### config.mk
export PLATFORM = sky130hd
export DESIGN_NAME = input_mux_sequencer
export DESIGN_NICKNAME = d
export VERILOG_FILES = /design/src/rtl/bitfusion_pkg.sv /design/src/rtl/input_mux_sequencer.sv
export SDC_FILE = /design/constraint.sdc
export NUM_CORES = 1
export LEC_CHECK = 0
export CORE_ASPECT_RATIO = 0.6
export CORE_MARGIN = 3
export CORE_UTILIZATION = 41
export DETAILED_ROUTE_END_ITERATION = 8
export HOLD_SLACK_MARGIN = 0.05
export PLACE_DENSITY = 0.77
export SLEW_MARGIN = 15
export SYNTH_ARGS = -nofsm -noshare
export SYNTH_HDL_FRONTEND = slang
export SYNTH_SLANG_ARGS = --single-unit
### constraint.sdc
create_clock -name clk -period 2.6 [get_ports clk]
set_input_delay 0.52 -clock clk [delete_from_list [all_inputs] [get_ports clk]]
set_output_delay 0.52 -clock clk [all_outputs]
set_load 0.01 [all_outputs]
### src/rtl/bitfusion_pkg.sv
// Shared encodings for the BitFusion input path: weight bit-width codes,
// sequencer state encoding and the phase-count helper.
package bitfusion_pkg;

  localparam logic [1:0] BW_8 = 2'b00;
  localparam logic [1:0] BW_4 = 2'b01;
  localparam logic [1:0] BW_2 = 2'b10;

  typedef enum logic [1:0] {
    IDLE = 2'd0,
    LOAD = 2'd1,
    RUN  = 2'd2,
    DONE = 2'd3
  } seq_state_t;

  // Index of the last phase for a weight width; codes 10 and 11 both mean 2b.
  function automatic logic [1:0] phases_for(input logic [1:0] bw);
    logic [1:0] last_idx;
    case (bw)
      BW_8:    last_idx = 2'd0;
      BW_4:    last_idx = 2'd1;
      default: last_idx = 2'd3;
    endcase
    return last_idx;
  endfunction

endpackage

### src/rtl/input_mux_sequencer.sv
// Streams input-buffer words into the input MUX register, stepping its phase
// select once per issued cycle and flagging valid/last beside sorted_data.
//
// state | meaning
// IDLE  | waiting for start
// LOAD  | in_ready high, waiting for the first/next word
// RUN   | word held, phases issued while not stalled
// DONE  | tile finished; done pulses next cycle
module input_mux_sequencer
  import bitfusion_pkg::*;
#(
  parameter int CNT_W = 16
) (
  input  logic             clk,
  input  logic             reset,
  input  logic             start,
  input  logic [1:0]       weight_bitwidth,
  input  logic [CNT_W-1:0] num_words,
  input  logic             in_valid,
  input  logic [31:0]      in_data,
  output logic             in_ready,
  input  logic             stall,
  output logic [1:0]       mux_state,
  output logic [31:0]      mux_buffer,
  output logic [1:0]       mux_bitwidth,
  output logic             sorted_valid,
  output logic             sorted_last,
  output logic             busy,
  output logic             done
);

  seq_state_t       state;
  seq_state_t       state_next;
  logic [CNT_W-1:0] word_cnt;
  logic             issue;
  logic             accept;
  logic             last_phase;
  logic             more_words;

  // word_cnt counts words still owed including the one being held.
  assign last_phase = (mux_state == phases_for(mux_bitwidth));
  assign more_words = (word_cnt > CNT_W'(1));
  assign accept     = in_ready & in_valid;
  assign busy       = (state != IDLE) | done;

  always_ff @(posedge clk) begin
    if (reset) begin
      state <= IDLE;
    end else begin
      state <= state_next;
    end
  end

  always_comb begin
    state_next = state;
    case (state)
      IDLE: begin
        if (start) begin
          state_next = (num_words != '0) ? LOAD : DONE;
        end
      end
      LOAD: begin
        if (accept) begin
          state_next = RUN;
        end
      end
      RUN: begin
        if (issue && last_phase) begin
          if (!more_words) begin
            state_next = DONE;
          end else if (!in_valid) begin
            state_next = LOAD;
          end
        end
      end
      DONE:    state_next = IDLE;
      default: state_next = IDLE;
    endcase
  end

  always_comb begin
    issue    = 1'b0;
    in_ready = 1'b0;
    case (state)
      LOAD: in_ready = !stall;
      RUN: begin
        issue    = !stall;
        in_ready = !stall && last_phase && more_words;
      end
      default: begin
        issue    = 1'b0;
        in_ready = 1'b0;
      end
    endcase
  end

  always_ff @(posedge clk) begin
    if (reset) begin
      word_cnt     <= '0;
      mux_state    <= 2'd0;
      mux_buffer   <= 32'd0;
      mux_bitwidth <= 2'd0;
      sorted_valid <= 1'b0;
      sorted_last  <= 1'b0;
      done         <= 1'b0;
    end else begin
      sorted_valid <= issue;
      sorted_last  <= issue && last_phase && !more_words;
      done         <= (state == DONE);

      if (state == IDLE && start) begin
        mux_bitwidth <= weight_bitwidth;
        word_cnt     <= num_words;
        mux_state    <= 2'd0;
      end

      if (accept) begin
        mux_buffer <= in_data;
      end

      if (issue) begin
        if (!last_phase) begin
          mux_state <= mux_state + 2'd1;
        end else begin
          mux_state <= 2'd0;
          if (more_words) begin
            word_cnt <= word_cnt - CNT_W'(1);
          end
        end
      end
    end
  end

endmodule
==> impl_metrics.toml <==
[floorplan]
core_sq_mm = 0.00644
chipHeight_microns = 70.8
floorplan.rows = 22
die_width_microns = 114
start_util_pct = 44.5
dieArea_sq_mm = 0.00807
pin_count = 96

[routing]
drt-initial-drc-count = 251
final_antenna_net_count = 0
drc = 0
drt_wl_total_microns = 8960
drtPass1Iterations = 5
routedWlPerCell_microns = 16.5
viasPerCell = 5.50
vias = 2981

[sta]
slew_headroom_pct = 31.6
finalSetupViolations = 0
maxSlewViolCount = 0
hold_violations = 0
worstMarginPinSlew_ns = 1.01
fin_skew_ns = 0.00392
period_share_pct = 99.2
fin_crit_ns = 2.58
max_freq_ghz = 0.388
rsz0062_at_grt = "yes"

[clocking]
h-tree-depth = 3
cts-root-buf = "clkbuf_16"
clock_latency_ns = 0.32
clockBufferDepth = 2
clk_pin_slew_ns = 0.05
tritoncts = "yes"
cts_sinks = 57
ctsHoldBuffers = 0
cts_inserted_buffers = 9

[synth]
syn-num-nets = 394
synth-compound-area-share_pct = 16.2
ys_types = 57
synth_edf_count = 0
synthMuxAreaShare_pct = 11.5
synthArstFlopShare_pct = 0
synth-simple-area-share_pct = 24.7
ys.flop_type = "dfxtp_1"
synth-xor-area-share_pct = 0
synth_area_sq_mm = 0.00287
synth-seq-cells = 57
synth_area_per_cell_sq_um = 8.64
syn_inst = 332
synth_fa_ha_area_share_pct = 3.05
yosysWarningCount = 0
synth_top_family_by_area = "simple AND/OR/NAND/NOR gates"
yosysSeqAreaShare_pct = 39.8

[hold_path]
min_path_type = "flop to flop"
hold_path_startpoint = "mux_buffer[1]$_SDFFE_PP0P_"

[pwr]
irDropWorstVdd_v = 0.000404
power_density_mw_per_mm2 = 872
totalPowerFinal_uw = 3860
power_leakage_uw = 0.00163

[layout]
num_antenna_cells = 0
syn_to_final_growth_pct = 54.5
final_cells = 542
final_area_sq_mm = 0.00443
drive_above_1_share_pct = 13.5
fin_nets = 515

[global_routing]
grt_max_degree = 56
grt_overflow_total = 0
antenna_found_initial = 0
grt_pass1_vias = 2796
grtUsageTotal_pct = 21.5
grt_pass1_wl_microns = 13900

[critical_path]
worstSetupPathType = "flop to output pin"
cp.required_ns = 2.08
r2r_slack_ns = 0.10
end_kind = "output pin"
cp-startpoint = "word_cnt[8]$_SDFF_PP0_"
worstSetupEndpoint = "in_ready"
critical_path_arrival_ns = 2.06
r2r_cells = 6
reg2reg_to = "word_cnt[9]$_SDFF_PP0_"
rr_startpoint = "word_cnt[8]$_SDFF_PP0_"
start_kind = "flop"
crit_path_max_fanout = 2

[placement]
post-dp-hpwl_microns = 6610
dp_cells = 525
postPlaceCellArea_sq_mm = 0.00410
gp_congestion = 0.905
port_buffers = 95

[status]
status = "completed"

[run]
drv_cap = 0
==> synth_stat cells, drive strengths merged, types with 3 or more instances <==
cell	instances	area share, %
dfxtp	57	40
or4	5	1.6
a31oi	9	2.0
clkbuf	11	1.4
buf	7	1.9
nand3	14	2.4
a21oi	10	1.9
ha	7	3.1
nand2	81	11
o211ai	5	1.3
a221o	3	1.0
nor3	11	1.9
inv	10	1.3
a211oi	3	0.79
nor4	7	1.5
o21ai	5	0.87
nor2	6	0.79
mux2i	33	12
==> sequential cells by signal (all words and copies together), names as in the netlist <==
signal        flops
done              1
mux_bitwidth      2
mux_buffer       32
mux_state         2
sorted_last       1
sorted_valid      1
state             2
word_cnt         16
==> layout by cell type (no fill, tap or decap), types with 3 or more instances in the layout <==
cell,n
dfxtp_1,56
clkbuf_8,3
clkdlybuf4s50_1,94
or4_4,3
a221o_1,3
nor3_1,11
buf_4,31
nor2_1,6
a211oi_1,3
nand3_1,14
inv_1,10
o211ai_1,5
nand2_1,81
nor4_1,6
o21ai_0,5
ha_1,7
mux2i_1,33
a21oi_1,9
clkbuf_16,9
a31oi_1,9
==> metal layers <==
layer,track usage (%),share of wire [%],routed length (microns)
met1,29.4,45,3990
met2,32.2,44,3920
met3,7.86,11,988
met4,5.40,0.68,61
met5,0,0,0
==> critical path: stages, from the launching register on <==
cell and delay [ns]:
dfxtp_1 0.31, or4_4 0.54, or4_4 0.46, o31ai_4 0.20, a21boi_1 0.10, buf_2 0.14
==> worst min path at each step <==
stage / endpoint / slack (ns) / cells past startpoint
final: mux_buffer[1]$_SDFFE_PP0P_ / 0.45 / 2
after global routing: mux_buffer[31]$_SDFFE_PP0P_ / 0.48 / 2
after CTS: mux_buffer[1]$_SDFFE_PP0P_ / 0.46 / 2
after detailed placement: mux_buffer[1]$_SDFFE_PP0P_ / 0.45 / 2
after global placement: mux_buffer[12]$_SDFFE_PP0P_ / 0.44 / 2
after floorplan: mux_buffer[0]$_SDFFE_PP0P_ / 0.48 / 2
==> per-stage QoR <==
stage | setup WS (ns) | TNS, ns | hold WS, ns | utilization, %
CTS | -0.105 | -0.105 | 0.455 | 68.6
global placement | -0.0445 | -0.0445 | 0.441 | 63.7
floorplan | 0.00397 | 0 | 0.479 | -
global route | -0.0277 | -0.0277 | 0.483 | 68.8
finish | 0.0207 | 0 | 0.452 | 68.8
detailed placement | -0.0656 | -0.0656 | 0.446 | 63.7
==> cell type report <==
class | count | area (sq um)
tap | 84 | 105
inverter | 11 | 41.3
clock buffer | 12 | 267
timing repair buffer | 128 | 1220
fill | 515 | 2010
multi-input combinational | 246 | 1610
sequential | 57 | 1140
clock inverter | 4 | 50.0
==> power by group <==
| part | internal (uW) | switching, uW |
|---|---|---|
| combinational | 739 | 796 |
| sequential | 1000 | 112 |
| clock | 817 | 395 |
| total | 2560 | 1300 |
==> timing repair <==
action                     CTS  global route
buffers inserted             1             0
gates resized for setup      6             2
setup endpoints to repair    1            10
pin swaps                    4             1
==> kinds of logic (layout without fill, tap and decap cells) <==
kind of cell	Yosys count	in the layout
AOI/OAI and AO/OA	59	59
buffers and inverters	29	155
adders and majority gates	7	7
muxes	33	33
DFF	57	57
and+or+nand+nor	147	147
Note: power is estimated with default switching activity, not from simulation.
